### src/rtl/decode_execute_unit.sv
// Main decoder, ALU control decoder and 32-bit ALU for the MIPS-subset pipeline,
// with every result captured in one output register stage (1-cycle latency).
module decode_execute_unit (
  input  logic        clk,
  input  logic        rst,
  input  logic [31:0] instr,
  input  logic [31:0] rs_data,
  input  logic [31:0] rt_data,
  input  logic        noop,
  output logic        reg_dst,
  output logic        branch,
  output logic        branch_n,
  output logic        mem_read,
  output logic        mem_write,
  output logic        mem_to_reg,
  output logic        jump,
  output logic        alu_src,
  output logic        reg_write,
  output logic        ld_pc,
  output logic [1:0]  alu_op,
  output logic [2:0]  alu_ctrl,
  output logic [31:0] alu_result,
  output logic        zero
);

  typedef struct packed {
    logic       reg_dst;
    logic       branch;
    logic       branch_n;
    logic       mem_read;
    logic       mem_write;
    logic       mem_to_reg;
    logic       jump;
    logic       alu_src;
    logic       reg_write;
    logic       ld_pc;
    logic [1:0] alu_op;
    logic [2:0] alu_ctrl;
  } ctrl_t;

  localparam logic [2:0] ALU_AND = 3'b000;
  localparam logic [2:0] ALU_OR  = 3'b001;
  localparam logic [2:0] ALU_ADD = 3'b010;
  localparam logic [2:0] ALU_NOR = 3'b011;
  localparam logic [2:0] ALU_SUB = 3'b110;
  localparam logic [2:0] ALU_SLT = 3'b111;

  logic [5:0]  w_opcode;
  logic [5:0]  w_funct;
  logic [31:0] w_imm_sx;
  logic        w_unused;
  ctrl_t       w_ctrl;
  ctrl_t       w_ctrl_masked;
  logic [31:0] w_b;
  logic [31:0] w_result;

  ctrl_t       r_ctrl;
  logic [31:0] r_result;
  logic        r_zero;

  assign w_opcode = instr[31:26];
  assign w_funct  = instr[5:0];
  assign w_imm_sx = {{16{instr[15]}}, instr[15:0]};
  assign w_unused = ^instr[25:16];

  always_comb begin
    w_ctrl       = '0;
    w_ctrl.ld_pc = 1'b1;
    case (w_opcode)
      6'b000000: begin
        w_ctrl.reg_dst   = 1'b1;
        w_ctrl.reg_write = 1'b1;
        w_ctrl.alu_op    = 2'b10;
      end
      6'b100011: begin
        w_ctrl.alu_src    = 1'b1;
        w_ctrl.mem_read   = 1'b1;
        w_ctrl.mem_to_reg = 1'b1;
        w_ctrl.reg_write  = 1'b1;
      end
      6'b101011: begin
        w_ctrl.alu_src   = 1'b1;
        w_ctrl.mem_write = 1'b1;
      end
      6'b000100: begin
        w_ctrl.branch = 1'b1;
        w_ctrl.alu_op = 2'b01;
      end
      6'b000101: begin
        w_ctrl.branch_n = 1'b1;
        w_ctrl.alu_op   = 2'b01;
      end
      6'b000010: w_ctrl.jump = 1'b1;
      6'b001000: begin
        w_ctrl.alu_src   = 1'b1;
        w_ctrl.reg_write = 1'b1;
      end
      6'b001010: begin
        w_ctrl.alu_src   = 1'b1;
        w_ctrl.reg_write = 1'b1;
        w_ctrl.alu_op    = 2'b11;
      end
      default: ;
    endcase

    case (w_ctrl.alu_op)
      2'b01:   w_ctrl.alu_ctrl = ALU_SUB;
      2'b11:   w_ctrl.alu_ctrl = ALU_SLT;
      2'b10: begin
        case (w_funct)
          6'b100010: w_ctrl.alu_ctrl = ALU_SUB;
          6'b100100: w_ctrl.alu_ctrl = ALU_AND;
          6'b100101: w_ctrl.alu_ctrl = ALU_OR;
          6'b100111: w_ctrl.alu_ctrl = ALU_NOR;
          6'b101010: w_ctrl.alu_ctrl = ALU_SLT;
          default:   w_ctrl.alu_ctrl = ALU_ADD;
        endcase
      end
      default: w_ctrl.alu_ctrl = ALU_ADD;
    endcase
  end

  // The bubble masks only the control word; the ALU still runs on the real decode.
  assign w_ctrl_masked = noop ? ctrl_t'('0) : w_ctrl;
  assign w_b           = w_ctrl.alu_src ? w_imm_sx : rt_data;

  always_comb begin
    w_result = rs_data + w_b;
    case (w_ctrl.alu_ctrl)
      ALU_AND: w_result = rs_data & w_b;
      ALU_OR:  w_result = rs_data | w_b;
      ALU_NOR: w_result = ~(rs_data | w_b);
      ALU_SUB: w_result = rs_data - w_b;
      ALU_SLT: w_result = ($signed(rs_data) < $signed(w_b)) ? 32'd1 : 32'd0;
      default: w_result = rs_data + w_b;
    endcase
  end

  always_ff @(posedge clk or posedge rst) begin
    if (rst) begin
      r_ctrl   <= '0;
      r_result <= '0;
      r_zero   <= 1'b0;
    end else begin
      r_ctrl   <= w_ctrl_masked;
      r_result <= w_result;
      r_zero   <= (w_result == 32'd0);
    end
  end

  assign reg_dst    = r_ctrl.reg_dst;
  assign branch     = r_ctrl.branch;
  assign branch_n   = r_ctrl.branch_n;
  assign mem_read   = r_ctrl.mem_read;
  assign mem_write  = r_ctrl.mem_write;
  assign mem_to_reg = r_ctrl.mem_to_reg;
  assign jump       = r_ctrl.jump;
  assign alu_src    = r_ctrl.alu_src;
  assign reg_write  = r_ctrl.reg_write;
  assign ld_pc      = r_ctrl.ld_pc;
  assign alu_op     = r_ctrl.alu_op;
  assign alu_ctrl   = r_ctrl.alu_ctrl;
  assign alu_result = r_result;
  assign zero       = r_zero;

endmodule

### config.mk
export PLATFORM = sky130hd
export DESIGN_NAME = decode_execute_unit
export DESIGN_NICKNAME = d
export VERILOG_FILES = /design/src/rtl/decode_execute_unit.sv
export SDC_FILE = /design/constraint.sdc
export NUM_CORES = 1
export LEC_CHECK = 0
export CAP_MARGIN = 15
export CORE_ASPECT_RATIO = 1.5
export CORE_MARGIN = 2
export CORE_UTILIZATION = 55
export DETAILED_ROUTE_END_ITERATION = 7
export PLACE_DENSITY = 0.91
export SLEW_MARGIN = 25
export SYNTH_ARGS = -nofsm -noshare
export SYNTH_HDL_FRONTEND = slang
export SYNTH_SLANG_ARGS = --single-unit
### constraint.sdc
create_clock -name clk -period 1.95 [get_ports clk]
set_input_delay 0.39 -clock clk [delete_from_list [all_inputs] [get_ports clk]]
set_output_delay 0.39 -clock clk [all_outputs]
set_load 0.02 [all_outputs]
==> flow_summary.toml, run 1 <==
[place]
place_congestion = 1.22
hpwl_um = 31800
port_buffers = 136
dpl_worst_slack_ps = -3530

[yosys]
synth.area.top_cells = "ha_1, dfrtp_1, nand2_1"
synth_nets = 1264
async_flop_share_pct = 100
ys_ff_latch = 47
synth_top_area_cell = "ha_1"
synth_area_mm2 = 0.00774
synth_flop_cell = "dfrtp_1"
synth-edff-count = 0
avgSynthCellArea_um2 = 7.25
synthCells = 1067
ys_types = 97
synth_top_area_share_pct = 15.5
yosys_warnings = 0
yosysSeqAreaShare_pct = 15.2

[floorplan]
row_count = 53
start_util_pct = 55.8
io_pins = 147
die_x_um = 101
fp.dieH_um = 149

[status]
outcome = "aborted with a tool error"
stop_stage = "clock tree synthesis (4_1_cts)"
error = "[ERROR DPL-0033] detailed placement checks failed during check placement."

[clocking]
htree_levels = 2
cts_root_buf = "clkbuf_16"
cts.path.max_buffers = 2
ctsResizeCount = 231
clock_sinks = 47
postCtsHoldBufs = 0
numCtsBuffers = 5
cts_setup_buffers = 64
[cells by family after synthesis]
| logic type | share of synthesized area, % |
|---|---|
| fa+ha+maj | 16.0 |
| simple gates | 25.4 |
| flops | 15.2 |
| buf+inv | 8.81 |
| xor+xnor | 2.83 |
| compound gates | 30.5 |
| mux | 1.26 |
[stage by stage]
| step | instances | instance area (um^2) |
|---|---|---|
| after detailed placement | 1696 | 12200 |
| after global placement | 1696 | 12200 |
| after floorplan | 1067 | 8040 |
[cell usage after synthesis (5+ instances only)]
cell / number
o2111ai_1: 6
nand2_1: 127
buf_6: 5
or4_1: 5
a211oi_1: 13
a2111oi_0: 6
xnor2_1: 21
a22oi_1: 6
and3_1: 8
o221ai_1: 6
nand3_1: 24
and4_1: 6
nor3_1: 25
o211ai_1: 16
ha_1: 96
nand2b_1: 8
o21ai_0: 50
buf_2: 11
a31oi_1: 13
or3_1: 8
a221o_1: 7
clkbuf_1: 45
nand4_1: 12
mux2_2: 6
a21o_1: 22
o21bai_1: 10
o21ai_1: 6
o21a_1: 7
o31ai_1: 8
a21oi_1: 89
inv_1: 99
dfrtp_1: 47
a221oi_1: 10
nor2_1: 88
o22ai_1: 5
nor2b_1: 12
o311ai_0: 8
nor4_1: 18
and2_1: 9
==> run 2, diff against run 1 <==
--- a/config.mk
+++ b/config.mk
@@ -6,11 +6,10 @@
 export NUM_CORES = 1
 export LEC_CHECK = 0
 export CAP_MARGIN = 15
-export CORE_ASPECT_RATIO = 1.5
 export CORE_MARGIN = 2
-export CORE_UTILIZATION = 55
+export CORE_UTILIZATION = 40
 export DETAILED_ROUTE_END_ITERATION = 7
-export PLACE_DENSITY = 0.91
+export PLACE_DENSITY_LB_ADDON = 0.15
 export SLEW_MARGIN = 25
 export SYNTH_ARGS = -nofsm -noshare
 export SYNTH_HDL_FRONTEND = slang
==> flow_summary.toml, run 2 <==
[status]
outcome = "finished, violations left"
violations = "negative setup slack"

[power]
p_int_uw = 4200
power.share.switching_pct = 40.0
power_switching_uw = 2800
pwr-share-comb_pct = 68.7
pwr-share-seq_pct = 16.7
clkPwrFrac_pct = 14.6
p_per_area_mw_per_mm2 = 484
leakagePower_uw = 0.00684
ir_drop_v = 0.000372

[yosys]
synth_nets = 1264
ys_top_cells_by_count = "nand2_1, inv_1, ha_1"
synth.area.top_cells = "ha_1, dfrtp_1, nand2_1"
synthCells = 1067
ys_types = 97
synth-edff-count = 0
synth.most_common_cell = "nand2_1"
synth_top_area_cell = "ha_1"
synth_top_area_share_pct = 15.5
async_flop_share_pct = 100
yosys_warnings = 0
yosysSeqAreaShare_pct = 15.2
ys_ff_latch = 47
avgSynthCellArea_um2 = 7.25
synth_area_mm2 = 0.00774
synth_flop_cell = "dfrtp_1"

[place]
placed_area_mm2 = 0.0126
place_congestion = 1.01
hpwl_um = 28600
placed_cells = 1827
port_buffers = 136

[clocking]
cts_root_buf = "clkbuf_16"
clock_sinks = 47
cts_tree = "built"
htree_levels = 2
numCtsBuffers = 5
clkTransAtPathRegs_ps = 70
postCtsHoldBufs = 0
cts.path.max_buffers = 2

[timing]
setup-tns-final_ps = -48400
finalMaxSlewViolations = 0
fin_crit_sh_pct = 228
post-route-min-period_ps = 4440
hold_violations = 0
fmax_ghz = 0.225
tightest_slew_ps = 676
rsz0062_at_grt = "true"
final-setup-viol-count = 33
relSlewSlack_pct = 54.4
setup_slack_ps = -2490

[finish]
layout_commonest_cell = "buf_4"
layoutNonFillerInstCount = 1898
drive_gt1_share_pct = 43.5
fin_nets = 1834
area_delta_synth_final_pct = 87.1
antenna-diode-count = 0
layout_common_cells = "buf_4, clkdlybuf4s50_1, nand2_1, inv_1, ha_1"
largest_reg_flops = 32
fin_area_mm2 = 0.0145

[floorplan]
fp.dieH_um = 143
die_x_um = 143
row_count = 50
io_pins = 147
start_util_pct = 41.1
placeableCoreArea_mm2 = 0.0188
dieArea_mm2 = 0.0205

[global_routing]
grt_max_degree = 34
overflow = 0
antenna_found_initial = 0
grt_usage_pct = 34.7
grt_pass1_wl_um = 55600
first_global_vias = 10400

[setup_path]
cp-start-kind = "input port"
crit_arrival_ps = 4650
cpPeakStageDelay_ps = 520
crit_fanout = 5
crit_path_end_kind = "flip-flop"
crit_type = "in -> reg"
path_common_cell = "nand2_2"
slowest_stage = "or4_4"
required_ps = 2150
worstPathCellList = "buf_8, nor2_4, nand2_2, nand2_2, nand2_4, buf_6, mux2_4, ha_4, inv_2, fa_2, nand2b_1, a2111o_1, a211oi_2, buf_4, o31ai_2, a32oi_1, a22oi_2, or4_1, or4_4, nor3_2, nand4b_1, nor4_2"

[detailed_routing]
drt-vias-per-instance = 5.66
drtAntennaViolNets = 0
wl_per_cell_um = 19.3
drt-pass1-iter-count = 5
drt_wl_total_um = 36600
dr_total_vias = 10700
drc = 0
drt_iter0_markers = 1001

[hold_path]
holdCritPathClass = "in -> async"

[run]
cap_viol_max_count = 0
-- run 2: cell counts after synthesis --
No cell type changed its count.
-- run 2: per-stage QoR --
step           total power, uW  hold slack (ps)  utilization [%]  setup WS [ps]
2_1_floorplan             3020              456                -          -2350
3_3_place_gp              5120              712             67.0          -3160
3_5_place_dp              5150              728             67.0          -3290
4_1_cts                   6570              407             73.3          -2390
5_1_grt                   7350              428             76.9          -2630
6_report                  7010              391             76.9          -2490
-- run 2: repair_timing --
| item | 4_1_cts | 5_1_grt |
|---|---|---|
| gates resized for setup | 192 | 111 |
| setup buffers | 42 | 34 |
| pin swaps | 76 | 61 |
| endpoints found under the setup margin | 37 | 33 |
-- run 2: cell families (layout without fill, tap and decap cells) --
kind of cell,Yosys count,count (layout),share of synthesized area (%)
compound gates,339,339,30.5
xor+xnor,25,25,2.83
fa+ha+maj,98,98,16.0
buf+inv,165,736,8.81
flops,47,47,15.2
mux,9,9,1.26
simple gates,384,384,25.4
-- run 2: power groups by stage --
stage               logic, uW  clock network, uW  registers (uW)
floorplan                1630                  0            1400
global placement         3930                  0            1190
detailed placement       3960                  0            1190
CTS                      4370               1030            1170
global route             5100               1060            1190
finish                   4810               1020            1170
-- run 2: final cells by class --
cell class	instances	area, um^2
clock buffers	5	125
multi-input cells	855	7110
fillers	1431	4360
clock inverters	3	46.3
flip-flops and latches	47	1180
inverters	100	385
well taps	260	325
repair buffers	628	5310
-- run 2: layer usage --
metal  part of all wire [%]  GRT usage (%)
met5                      0              0
met1                     44           47.6
met3                    7.8           5.00
met2                     45           55.0
met4                    3.9           13.3
-- run 2: worst max-delay path: cells and delay by family --
kind / cells / cell delay (ps)
fa+ha+maj: 2 / 370
compound gates: 5 / 1230
buf+inv: 4 / 450
mux: 1 / 320
simple gates: 10 / 1840
-- run 2: worst paths after layout --
path	startpoint	to	slack, ps	cells past startpoint
min in group clk	instr[31]	jump$_DFF_PP0_	420	3
worst max-delay path	instr[26]	zero$_DFF_PP0_	-2490	22
worst min-delay path	rst	alu_result[19]$_DFF_PP0_	390	2
max in group asynchronous	rst	alu_result[4]$_DFF_PP0_	1050	3
Power figures use the tool's default switching activity.
